## src/rtl/next_pc_pkg.sv

```systemverilog
// Shared definitions for the program-counter path and instruction memory.
// Holds the common address width and the next-PC source encoding.
package next_pc_pkg;

  localparam int unsigned ADDR_W = 12;

  typedef enum logic [1:0] {
    SEL_INC    = 2'd0,
    SEL_START  = 2'd1,
    SEL_TARGET = 2'd2
  } pc_sel_e;

endpackage

```

## src/rtl/next_pc_pc_reg.sv

```systemverilog
// D-bit program-counter storage with asynchronous active-low clear.
module pc_reg
  import next_pc_pkg::*;
#(
  parameter int D = ADDR_W
) (
  input  logic         clk,
  input  logic         rst_n,
  input  logic [D-1:0] pc_d,
  output logic [D-1:0] pc_q
);

  // PC register: cleared immediately on reset, otherwise loads every edge
  always_ff @(posedge clk or negedge rst_n) begin
    if (!rst_n) begin
      pc_q <= '0;
    end else begin
      pc_q <= pc_d;
    end
  end

endmodule

```

## src/rtl/next_pc.sv

```systemverilog
// Next-PC selection: start load, taken branch to an absolute target, or
// increment modulo 2^D; the chosen value is registered in pc_reg.
module next_pc
  import next_pc_pkg::*;
#(
  parameter int D = ADDR_W
) (
  input  logic         clk,
  input  logic         rst_n,
  input  logic         start,
  input  logic         branch,
  input  logic         taken,
  input  logic [D-1:0] start_address,
  input  logic [D-1:0] target,
  output logic [D-1:0] prog_ctr_out,
  output logic [D-1:0] prog_ctr_in
);

  pc_sel_e      sel_s;
  logic [D-1:0] prog_ctr_d;
  logic [D-1:0] prog_ctr_q;
  logic [D-1:0] pc_inc_s;

  // Increment drops the carry so the top address wraps to zero
  assign pc_inc_s = prog_ctr_q + {{(D-1){1'b0}}, 1'b1};

  // Source priority: start beats a taken branch, which beats increment
  always_comb begin
    sel_s = SEL_INC;
    if (start) begin
      sel_s = SEL_START;
    end else if (branch && taken) begin
      sel_s = SEL_TARGET;
    end else begin
      sel_s = SEL_INC;
    end
  end

  // Next-PC mux
  always_comb begin
    prog_ctr_d = pc_inc_s;
    case (sel_s)
      SEL_START:  prog_ctr_d = start_address;
      SEL_TARGET: prog_ctr_d = target;
      SEL_INC:    prog_ctr_d = pc_inc_s;
      default:    prog_ctr_d = pc_inc_s;
    endcase
  end

  pc_reg #(.D(D)) u_pc_reg (
    .clk   (clk),
    .rst_n (rst_n),
    .pc_d  (prog_ctr_d),
    .pc_q  (prog_ctr_q)
  );

  assign prog_ctr_in  = prog_ctr_d;
  assign prog_ctr_out = prog_ctr_q;

endmodule

```

## config.mk

```make
export PLATFORM = sky130hd
export DESIGN_NAME = next_pc
export DESIGN_NICKNAME = d
export VERILOG_FILES = /design/src/rtl/next_pc_pkg.sv /design/src/rtl/next_pc_pc_reg.sv /design/src/rtl/next_pc.sv
export SDC_FILE = /design/constraint.sdc
export NUM_CORES = 1
export LEC_CHECK = 0
export CAP_MARGIN = 30
export CORE_ASPECT_RATIO = 1.75
export CORE_MARGIN = 2
export CORE_UTILIZATION = 31
export DETAILED_ROUTE_END_ITERATION = 8
export PLACE_DENSITY = 0.75
export SETUP_SLACK_MARGIN = 0.05
export SLEW_MARGIN = 40
export SYNTH_ARGS = -nofsm -noshare
export SYNTH_HDL_FRONTEND = slang
export SYNTH_SLANG_ARGS = --single-unit
```

## constraint.sdc

```tcl
create_clock -name clk -period 1.65 [get_ports clk]
set_input_delay 0.4125 -clock clk [delete_from_list [all_inputs] [get_ports clk]]
set_output_delay 0.4125 -clock clk [all_outputs]
set_load 0.02 [all_outputs]
```

# After elaboration in Yosys (flattened, before gate mapping)
# Index checks and enable logic that the tools add are counted.
# W data, S select, Z words.
[classes]
addsub = 1
n_eq_ne = 2
mux = 3
reduce_logical = 1
[ops]
columns = ["cell", "n"]
rows = [
  ["$pmux W12 S2", 1],
  ["$add A12 B1 Y12 const B", 1],
  ["$mux W2", 2],
  ["$eq A2 B1 Y1 const B", 1],
  ["$eq A2 B2 Y1 const B", 1],
  ["$logic_and A1 B1 Y1", 1],
]
[word_totals]
reg_bits = 12
in_bits = 29
out_inout_bits = 24
word_cells = 8

# Longest topological paths before layout
# Gate-level depths: netlist of run 1.
[depth]
ltp_word = 5
mapped_depth = 5
ltp_nobuf = 5

# By module
# Synthesis of run 1 repeated with hierarchy kept, for this count alone.
[hier_totals]
hier_cells = 80
hier_area_um2 = 754.5
[by_module_without_submodules]
columns = ["mod", "instances", "cells_each", "area_each_um2", "seq_area_each_um2"]
rows = [
  ["next_pc", 1, 68, 454.2, 0.0],
  ["pc_reg", 1, 12, 300.3, 300.3],
]

# Least setup slack after synthesis of run 1
# Ideal clock, no wire load.
[synth_timing]
path_type = "reg2out"
start = "reg u_pc_reg.pc_q[0]"
end = "out prog_ctr_in[6]"
arrival_time_ns = 1.660
required_ns = 1.237
path_slack_ns = -0.423
stages_incl_launch_ff = 5
n_path_buf = 0
cell_sequence = "dfrtp_1 ha_1 nand3_2 or3_1 a31oi_1"
[synth_between]
elab_chain_len = 2
[synth_lines]
columns = ["element", "line", "text"]
rows = [
  ["from (decl)", "next_pc_pc_reg.sv:10", "output logic [D-1:0] pc_q"],
  ["from (signal assigned)", "next_pc_pc_reg.sv:18", "pc_q <= pc_d;"],
  ["$add A12 B1 Y12", "next_pc.sv:25", "assign pc_inc_s = prog_ctr_q + {{(D-1){1'b0}}, 1'b1};"],
  ["$pmux W12 S2", "next_pc.sv:42", "case (sel_s)"],
  ["to (decl)", "next_pc.sv:16", "output logic [D-1:0] prog_ctr_in"],
]
# No other way between the ends.

# Worst setup path after layout of run 1
[layout_timing]
start = "reg u_pc_reg.pc_q[0]"
end = "out prog_ctr_in[7]"
# Same word-level chain as after synthesis.

==> results of run 1 <==
[layout by cell type, fill, tap and decap left out, types with 2 or more instances in the layout]
cell type and n:
nand2_1 6, inv_1 6, dlygate4sd2_1 12, nor3_1 3, a211oi_2 2, clkdlybuf4s50_1 24, o31ai_2 2, a21oi_2 2
dfrtp_2 8, nor3_4 4, xor2_1 2, dfrtp_1 4, nor2_1 6, nand3_4 3, o21ai_1 3, buf_4 44
clkbuf_8 4, a221oi_2 2, a21oi_1 2, nor2b_1 2, xnor2_1 3, buf_6 9, buf_2 2
[worst max-delay path, stage by stage, from the launching register on]
cell     delay, ns
dfrtp_2       0.45
nand4_4       0.14
buf_4         0.16
o21a_1        0.15
nor3_2        0.06
o31ai_2       0.28
buf_4         0.20
[kinds of logic (layout without fill, tap and decap cells)]
| family | after synthesis | after routing | synth area share |
|---|---|---|---|
| AOI/OAI and AO/OA | 19 | 19 | 0.179 |
| xor gates and xnor gates | 7 | 7 | 0.0803 |
| adders and majority gates | 1 | 1 | 0.0164 |
| buffers and inverters | 9 | 102 | 0.0443 |
| DFF | 12 | 12 | 0.393 |
| muxes | 2 | 2 | 0.0279 |
| and+or+nand+nor | 35 | 36 | 0.259 |
[final cells by class]
class	instances	area (um2)
clock buffer	4	55.1
sequential	12	310
multi-input combinational	65	664
inverter	6	22.5
fill	140	422
tap	25	31.3
timing repair buffer	92	797
[routing by layer]
metal / track usage / part of all wire / up-vias
met5: 0 / 0 / -
met4: 0.118 / 0.033 / 0
met3: 0.0339 / 0.043 / 10
met2: 0.516 / 0.61 / 47
met1: 0.220 / 0.32 / 508
li1: - / - / 492
[power by group]
group          switching [W]  internal [W]  total [W]
clock network       0.000119      0.000211   0.000330
registers          0.0000455      0.000334   0.000379
logic               0.000329      0.000352   0.000681
[stage by stage]
stage | total power (W) | setup TNS, ns | worst slack (ns)
after detailed placement | 0.000977 | -11.89 | -0.976
after global placement | 0.000966 | -11.49 | -0.951
final | 0.00139 | -3.96 | -0.436
after floorplan | 0.000636 | -0.588 | -0.145
after global routing | 0.00146 | -4.84 | -0.520
after CTS | 0.00137 | -3.84 | -0.424
[synth_stat cells]
| library cell | n |
|---|---|
| dfrtp_1 | 12 |
| nand2_1 | 7 |
| nor3_1 | 7 |
| inv_1 | 6 |
| nor2_1 | 6 |
| xnor2_1 | 5 |
| a21oi_1 | 4 |
| o21ai_0 | 4 |
| clkbuf_1 | 3 |
| nand3_1 | 3 |
| a211oi_1 | 2 |
| a221oi_1 | 2 |
| nand3_2 | 2 |
| nor2b_1 | 2 |
| o31ai_1 | 2 |
| or3_1 | 2 |
| xor2_1 | 2 |
| a221o_2 | 1 |
| a221oi_2 | 1 |
| a22o_1 | 1 |
| a31oi_1 | 1 |
| and2_1 | 1 |
| ha_1 | 1 |
| mux2_2 | 1 |
| mux2i_1 | 1 |
| nand2b_1 | 1 |
| nand4_2 | 1 |
| nor2_2 | 1 |
| nor3_2 | 1 |
| nor4_2 | 1 |
| o21a_1 | 1 |
[worst paths after layout]
| kind | from | endpoint | slack, ns | depth (start not counted) |
|---|---|---|---|---|
| setup / recovery | u_pc_reg.pc_q[0] | prog_ctr_in[7] | -0.44 | 6 |
| hold / removal | rst_n | u_pc_reg.pc_q[9] | 0.56 | 1 |
| setup reg to reg | u_pc_reg.pc_q[0] | u_pc_reg.pc_q[5] | 0.18 | 6 |
| hold reg to reg | u_pc_reg.pc_q[11] | u_pc_reg.pc_q[11] | 0.72 | 2 |
| max in group asynchronous | rst_n | u_pc_reg.pc_q[0] | 0.66 | 1 |
| min in group clk | start | u_pc_reg.pc_q[3] | 0.56 | 3 |
[timing repair]
item,in CTS,in global routing
cloned,1,0
pin swaps,18,5
buffers inserted,11,1
setup endpoints to repair,25,14
resized for setup,114,7
==> impl_metrics.py, run 1 <==
metrics = {
    "cts": {
        "cts_inserted_buffers": 3,
        "clk_pin_slew_worst_paths_ns": 0.06,
        "clock_latency_ns": 0.24,
        "ctsHtreeMaxLevel": 1,
        "cts_sinks": 12,
        "root_buffer": "clkbuf_8",
        "ctsHoldBuffers": 0,
        "cts_max_path_buffers": 2,
        "cts_tree": "yes",
    },
    "grt": {
        "track_usage": 0.251,
        "grt_max_degree": 13,
        "antenna_found_initial": 0,
        "grt_pass1_vias": 1227,
        "overflow": 0,
        "grt_pass1_wl_um": 5550,
    },
    "timing": {
        "rsz0062_at_grt": "true",
        "finalHoldViolCount": 0,
        "whs_ns": 0.557,
        "worst_slack_ns": -0.436,
        "layout_min_cycle_time_ns": 2.09,
        "tightest_slew_ns": 0.618,
        "max_freq_mhz": 479,
        "timing.slew.headroom": 0.587,
        "fin_crit_sh": 1.26,
        "setup_viol": 12,
        "clock_skew_ns": 0.000492,
        "report.final.slew_viol_count": 0,
    },
    "place": {
        "place.gp.congestion": 0.803,
        "dpl.cell_count": 187,
        "post_dp_cell_area_mm2": 0.00161,
        "hpwl_um": 2330,
        "io_buffers": 52,
    },
    "worst_setup_path": {
        "cp_max_fo": 4,
        "cp.required_ns": 1.24,
        "cp-end-kind": "output port",
        "worstPathArrival_ns": 1.67,
        "path_class": "reg2out",
        "start_kind": "flip-flop",
    },
    "routing": {
        "ant_nets": 0,
        "drt_wl_total_um": 3440,
        "vias_per_cell": 5.18,
        "drc": 0,
        "dr.pass1.iters": 4,
        "vias": 1057,
        "routedWlPerCell_um": 16.9,
        "drtIter0Drc": 18,
    },
    "synth": {
        "ys_seq_area_frac": 0.393,
        "ys.warnings.count": 0,
        "syn-num-nets": 115,
        "synth_cell_types": 31,
        "ys_ff_latch": 12,
        "yosysTopAreaCell": "dfrtp_1",
        "syn_area_um2": 763,
        "synth_area_leaders": "dfrtp_1 (39%), xnor2_1 (5.7%), nor3_1 (4.6%), nand2_1 (3.4%), inv_1 (3.0%)",
        "yosys.area.top_type_share": 0.393,
        "synthCells": 85,
        "synth_area_per_cell_um2": 8.98,
    },
    "final_layout": {
        "antenna_cells": 0,
        "drive_gt1_frac": 0.559,
        "fin_cells": 204,
        "regMostFlops": "u_pc_reg.pc_q",
        "final_area_mm2": 0.00188,
        "largest_register_ffs": 12,
        "largestRegisters": "u_pc_reg.pc_q x12",
        "nets": 210,
        "fin_util": 0.817,
        "layout-area-overhead-vs-synth_pct": 146,
    },
    "floorplan": {
        "fp.dieH_um": 69.6,
        "die_x_um": 41.5,
        "core_mm2": 0.00230,
        "row_count": 23,
        "start_util": 0.332,
        "boundaryPins": 53,
        "die-area_mm2": 0.00289,
    },
    "pwr": {
        "ir_drop_mv": 0.642,
        "p_leak_nw": 0.848,
        "power_density_mw_per_mm2": 739,
    },
    "status": {
        "violations": "setup timing",
        "status": "complete, but fails checks",
    },
    "job": {
        "cap_viol_max_count": 0,
    },
    "worst_hold_path": {
        "hold_class": "in2async",
    },
}
Power figures use the tool's default switching activity.
==> inputs of run 2 (changes only) <==
SYNTH_HIERARCHICAL = 1   (was not set)
==> impl_metrics.py, run 2 <==
metrics = {
    "pwr": {
        "power_w": 0.00130,
        "p_leak_nw": 0.769,
        "seqPwrFrac": 0.279,
        "combPwrFrac": 0.506,
        "p_sw_frac": 0.351,
        "power_density_mw_per_mm2": 732,
        "power_switching_w": 0.000457,
        "internal-power_w": 0.000845,
        "ir_drop_mv": 0.669,
        "clkPwrFrac": 0.215,
    },
    "synth": {
        "async_reset_ff_frac": 1.00,
        "syn-num-nets": 110,
        "yosysTopAreaCell": "dfrtp_1",
        "synth_area_leaders": "dfrtp_1 (40%), xor2_1 (7.0%), xnor2_1 (4.6%), a21oi_1 (4.0%), mux2i_1 (4.0%)",
        "ys.warnings.count": 6,
        "yosys.area.top_type_share": 0.398,
        "synth_area_per_cell_um2": 9.43,
        "synth-main-ff-cell": "dfrtp_1",
        "synthCells": 80,
        "synth_edf_count": 0,
        "ys_ff_latch": 12,
        "ys_seq_area_frac": 0.398,
        "synthTopCellsByCount": "dfrtp_1 (12), a21oi_1 (6), nand2_1 (6), xor2_1 (6), nand3_1 (5)",
        "syn_area_um2": 754,
        "synth.most_common_cell": "dfrtp_1",
        "synth_cell_types": 29,
    },
    "timing": {
        "tightest_slew_ns": 0.347,
        "rsz0062_at_grt": "true",
        "max_freq_mhz": 492,
        "worst_slack_ns": -0.382,
        "timing.slew.headroom": 0.767,
        "clock_skew_ns": 0.00736,
        "fin_crit_sh": 1.23,
        "report.final.slew_viol_count": 0,
        "layout_min_cycle_time_ns": 2.03,
        "finalHoldViolCount": 0,
        "setup_viol": 12,
    },
    "final_layout": {
        "fillCellCount": 174,
        "regMostFlops": "u_pc_reg/pc_q",
        "fin_util": 0.773,
        "largest_register_ffs": 12,
        "multiInputGateArea_um2": 617,
        "layout-area-overhead-vs-synth_pct": 136,
        "antenna_cells": 0,
        "drive_gt1_frac": 0.547,
        "layout_commonest_cell": "buf_4",
        "regArea_um2": 310,
        "largestRegisters": "u_pc_reg/pc_q x12",
        "nets": 191,
        "final_cell_mix": "buf_4 (27), clkdlybuf4s50_1 (23), buf_6 (13)",
    },
    "place": {
        "hpwl_um": 1980,
        "io_buffers": 52,
        "dp_slack_ns": -0.979,
        "place.gp.congestion": 0.720,
    },
    "worst_setup_path": {
        "worstPathArrival_ns": 1.62,
        "critPathMaxStageDelay_ns": 0.38,
        "cp_cell_sequence": "and4_2 -> nand4_4 -> xnor2_1 -> a221o_1 -> buf_6",
        "start_kind": "flip-flop",
        "path_class": "reg2out",
        "cp-end-kind": "output port",
        "slowest_stage": "dfrtp_2",
        "cp.required_ns": 1.24,
        "cp_max_fo": 2,
    },
    "floorplan": {
        "core_mm2": 0.00230,
        "start_util": 0.328,
        "row_count": 23,
        "die_x_um": 41.3,
        "fp.dieH_um": 69.3,
        "die-area_mm2": 0.00286,
        "boundaryPins": 53,
    },
    "grt": {
        "grt_pass1_vias": 1044,
        "grt_pass1_wl_um": 4600,
        "overflow": 0,
        "track_usage": 0.232,
        "grt_max_degree": 13,
        "antenna_found_initial": 0,
    },
    "routing": {
        "vias": 937,
        "drc": 0,
        "drt_wl_total_um": 3000,
        "met2_length_um": 1730,
        "dr.pass1.iters": 4,
        "wl_met1_um": 1050,
        "routedWlPerCell_um": 16.3,
        "drtIter0Drc": 13,
        "vias_per_cell": 5.09,
        "wl_met3_um": 171,
        "ant_nets": 0,
        "top_layer": "met4",
    },
    "job": {
        "cap_viol_max_count": 0,
    },
    "cts": {
        "clock_latency_ns": 0.24,
        "cts_max_path_buffers": 2,
        "root_buffer": "clkbuf_8",
        "cts_sinks": 12,
        "cts_tree": "yes",
        "cts_inserted_buffers": 3,
        "ctsHtreeMaxLevel": 1,
        "clk_pin_slew_worst_paths_ns": 0.06,
    },
    "status": {
        "violations": "setup timing",
        "status": "complete, but fails checks",
    },
    "worst_hold_path": {
        "hold_class": "in2async",
    },
}
-- run 2: cell types whose count changed after synthesis, sizes merged, moves of 3 or more --
cell  previous run  this run
nor3             8         2
inv              6         2
xor2             2         6
buf              0         3
nor2             7         4
-- run 2: worst max-delay path, delay by kind of cell (launching register included) --
kind	cells	cell delay, ns
flip-flops	1	0.38
AO/OA/AOI/OAI	1	0.33
buffers and inverters	1	0.14
XOR/XNOR	1	0.14
AND/OR/NAND/NOR	2	0.40
-- run 2: metrics by stage --
step | TNS (ns) | hold WS, ns | std cells | area, um2
finish | -3.30 | 0.466 | 184 | 1780
floorplan | -0.569 | 0.117 | 80 | 842
CTS | -3.19 | 0.476 | 181 | 1710
detailed placement | -11.74 | 0.676 | 174 | 1540
global placement | -11.20 | 0.666 | 174 | 1540
global route | -4.07 | 0.485 | 184 | 1780
-- run 2: routing by layer --
| layer | vias up | track usage |
|---|---|---|
| met5 | - | 0 |
| met4 | 0 | 0.104 |
| met3 | 4 | 0.0417 |
| met2 | 44 | 0.398 |
| met1 | 443 | 0.250 |
| li1 | 446 | - |
-- run 2: power groups by stage --
stage	logic (W)	registers (W)	clock network (W)
2_1_floorplan	0.000205	0.000423	0
3_3_place_gp	0.000574	0.000364	0
3_5_place_dp	0.000579	0.000367	0
4_1_cts	0.000624	0.000362	0.000279
5_1_grt	0.000695	0.000368	0.000311
6_report	0.000659	0.000363	0.000280
-- run 2: final cells by class --
cell class	count	share of cell area
sequential	12	0.174
multi-input combinational	62	0.347
clock buffer	3	0.0232
inverter	2	0.00422
tap	25	0.0176
timing repair buffer	80	0.434
-- run 2: final timing paths --
check                      cells after the start  slack, ns              start           endpoint
max                                            5      -0.38   u_pc_reg/pc_q[7]    prog_ctr_in[11]
min                                            2       0.47              rst_n   u_pc_reg/pc_q[1]
max reg2reg                                    6       0.27   u_pc_reg/pc_q[2]   u_pc_reg/pc_q[7]
min reg2reg                                    2       0.70  u_pc_reg/pc_q[11]  u_pc_reg/pc_q[11]
max in group asynchronous                      2       1.00              rst_n   u_pc_reg/pc_q[4]
min in group clk                               2       0.55   start_address[0]   u_pc_reg/pc_q[0]
-- run 2: kinds of logic after synthesis --
group | after synthesis | share of synthesized area
fa+ha+maj | 1 | 0.0166
simple gates | 30 | 0.222
xor+xnor | 10 | 0.116
buf+inv | 6 | 0.0414
compound gates | 17 | 0.151
flops | 12 | 0.398
mux | 4 | 0.0547
-- run 2: repair_timing --
| item | in CTS | in global routing |
|---|---|---|
| buffers inserted | 2 | 3 |
| pin swaps | 12 | 10 |
| hold buffers | 0 | 0 |
| setup endpoints to repair | 25 | 13 |
| gates cloned | 2 | 0 |
| gates resized for setup | 119 | 14 |
==> inputs of run 3 (changes only) <==
ABC_AREA = 1   (was not set)
CORE_UTILIZATION = 32   (was 31)
PLACE_DENSITY = 0.76   (was 0.75)
==> impl_metrics.py, run 3 <==
metrics = {
    "worst_setup_path": {
        "cpMostUsedCell": "buf_6",
        "cp_cell_sequence": "buf_6 -> nand3_2 -> nor2_4 -> xor2_2 -> nand2_1 -> nand2_2 -> buf_6",
        "cp_num_buf_inv": 2,
        "start_kind": "flip-flop",
        "cp_max_fo": 3,
        "slowest_stage": "dfrtp_2",
        "cp.required_ns": 1.24,
        "path_class": "reg2out",
        "worstPathArrival_ns": 1.51,
        "critPathMaxStageDelay_ns": 0.40,
        "cpLargestDelayFamily": "simple AND/OR/NAND/NOR gates",
        "cp-end-kind": "output port",
    },
    "synth": {
        "yosysTopAreaCell": "dfrtp_1",
        "synth_area_leaders": "dfrtp_1 (37%), nand2_1 (22%), nand3_1 (8.1%), a22oi_2 (7.8%), nor2_1 (4.2%)",
        "synth_top_family_by_area": "simple AND/OR/NAND/NOR gates",
        "synth-main-ff-cell": "dfrtp_1",
        "synthMuxAreaShare": 0,
        "synth-simple-area-share": 0.396,
        "ys.warnings.count": 6,
        "synth_compound_area_frac": 0.136,
        "synth_fa_ha_area_frac": 0.0156,
        "yosys.area.top_type_share": 0.374,
        "syn-num-nets": 142,
        "synth-xor-area-share": 0.0109,
        "synth_cell_types": 19,
        "ys_seq_area_frac": 0.374,
        "syn_area_um2": 802,
        "synth.most_common_cell": "nand2_1",
        "ys_ff_latch": 12,
        "synthTopCellsByCount": "nand2_1 (46), nand3_1 (13), dfrtp_1 (12)",
        "synthCells": 112,
        "async_reset_ff_frac": 1.00,
        "synth_edf_count": 0,
        "synth_area_per_cell_um2": 7.16,
    },
    "timing": {
        "setup_viol": 12,
        "finalHoldViolCount": 0,
        "finalSetupTns_ns": -2.31,
        "worst_slack_ns": -0.268,
        "layout_min_cycle_time_ns": 1.92,
        "rsz0062_at_grt": "true",
        "timing.slew.headroom": 0.651,
        "clock_skew_ns": 0.00790,
        "report.final.slew_viol_count": 0,
        "fin_crit_sh": 1.16,
        "whs_ns": 0.511,
        "tightest_slew_ns": 0.522,
        "max_freq_mhz": 521,
    },
    "routing": {
        "dr.pass1.iters": 4,
        "ant_nets": 0,
        "drc": 0,
        "drt_wl_total_um": 3790,
        "drtIter0Drc": 24,
        "vias_per_cell": 5.18,
        "routedWlPerCell_um": 16.5,
        "vias": 1192,
    },
    "final_layout": {
        "regMostFlops": "u_pc_reg/pc_q",
        "drive_gt1_frac": 0.559,
        "final_cell_mix": "buf_4 (32), nand2_1 (27), clkdlybuf4s50_1 (25)",
        "regArea_um2": 305,
        "nets": 235,
        "layout-area-overhead-vs-synth_pct": 140,
        "antenna_cells": 0,
        "largest_register_ffs": 12,
        "layout_commonest_cell": "buf_4",
        "largestRegisters": "u_pc_reg/pc_q x12",
        "fin_util": 0.791,
        "multiInputGateArea_um2": 654,
        "fillCellCount": 149,
    },
    "job": {
        "cap_viol_max_count": 0,
    },
    "status": {
        "status": "complete, but fails checks",
        "violations": "setup timing",
    },
    "pwr": {
        "ir_drop_mv": 0.572,
        "power_density_mw_per_mm2": 705,
        "p_leak_nw": 0.909,
        "power_w": 0.00136,
    },
    "floorplan": {
        "core_mm2": 0.00243,
        "start_util": 0.330,
        "row_count": 24,
        "fp.dieH_um": 70.2,
        "die-area_mm2": 0.00294,
        "boundaryPins": 53,
        "die_x_um": 41.8,
    },
    "cts": {
        "cts_sinks": 12,
        "cts_inserted_buffers": 3,
        "root_buffer": "clkbuf_8",
        "clock_latency_ns": 0.25,
        "cts_max_path_buffers": 2,
        "ctsHtreeMaxLevel": 1,
        "ctsHoldBuffers": 0,
        "cts_tree": "yes",
        "clk_pin_slew_worst_paths_ns": 0.05,
    },
    "place": {
        "dp_slack_ns": -0.934,
        "io_buffers": 52,
        "place.gp.congestion": 0.766,
        "hpwl_um": 2170,
    },
    "grt": {
        "antenna_found_initial": 0,
        "grt_pass1_vias": 1232,
        "grt_max_degree": 13,
        "overflow": 0,
        "grt_pass1_wl_um": 5360,
        "track_usage": 0.240,
    },
    "worst_hold_path": {
        "hold_class": "in2async",
    },
}
run 3: area by class of cell:
cell class	count	area share
repair buffers	89	0.428
multi-input cells	88	0.340
flip-flops and latches	12	0.159
clock buffers	4	0.0286
inverters	10	0.0234
well taps	26	0.0169
repair inverters	1	0.00390
run 3: where the power goes:
part | switching, W | internal, W | leakage (nW)
combinational | 0.000323 | 0.000345 | 0.739
sequential | 0.0000407 | 0.000330 | 0.141
clock | 0.000108 | 0.000211 | 0.0288
total | 0.000471 | 0.000885 | 0.909
run 3: cells by family after synthesis:
| family | Yosys count |
|---|---|
| compound gates | 11 |
| xor+xnor | 1 |
| fa+ha+maj | 1 |
| buf+inv | 12 |
| flops | 12 |
| simple gates | 75 |
run 3: worst paths after layout:
path / from / endpoint / slack [ns] / cells past startpoint
worst max-delay path: u_pc_reg/pc_q[0] / prog_ctr_in[5] / -0.27 / 7
worst min-delay path: rst_n / u_pc_reg/pc_q[9] / 0.51 / 1
worst max register to register: u_pc_reg/pc_q[0] / u_pc_reg/pc_q[2] / 0.14 / 9
worst min register to register: u_pc_reg/pc_q[5] / u_pc_reg/pc_q[5] / 0.69 / 3
max in group asynchronous: rst_n / u_pc_reg/pc_q[0] / 0.75 / 1
min in group clk: start / u_pc_reg/pc_q[6] / 0.60 / 6
run 3: per-layer routing:
metal,part of all wire,global-route usage,vias up,routed length [um]
met4,0.028,0.143,0,106
met3,0.044,0.0465,13,165
met5,0,0,-,0
met1,0.36,0.234,579,1370
met2,0.57,0.443,49,2150
li1,-,-,551,-
run 3: timing repair:
action / 4_1_cts / 5_1_grt
setup endpoints to repair: 24 / 14
gates resized for setup: 133 / 33
pin swaps: 17 / 17
setup buffers: 12 / 7
cloned: 1 / 0
run 3: per-stage QoR:
stage          cells  cell area, um2
2_1_floorplan    112             817
3_3_place_gp     207            1500
3_5_place_dp     207            1500
4_1_cts          224            1770
5_1_grt          230            1920
6_report         230            1920
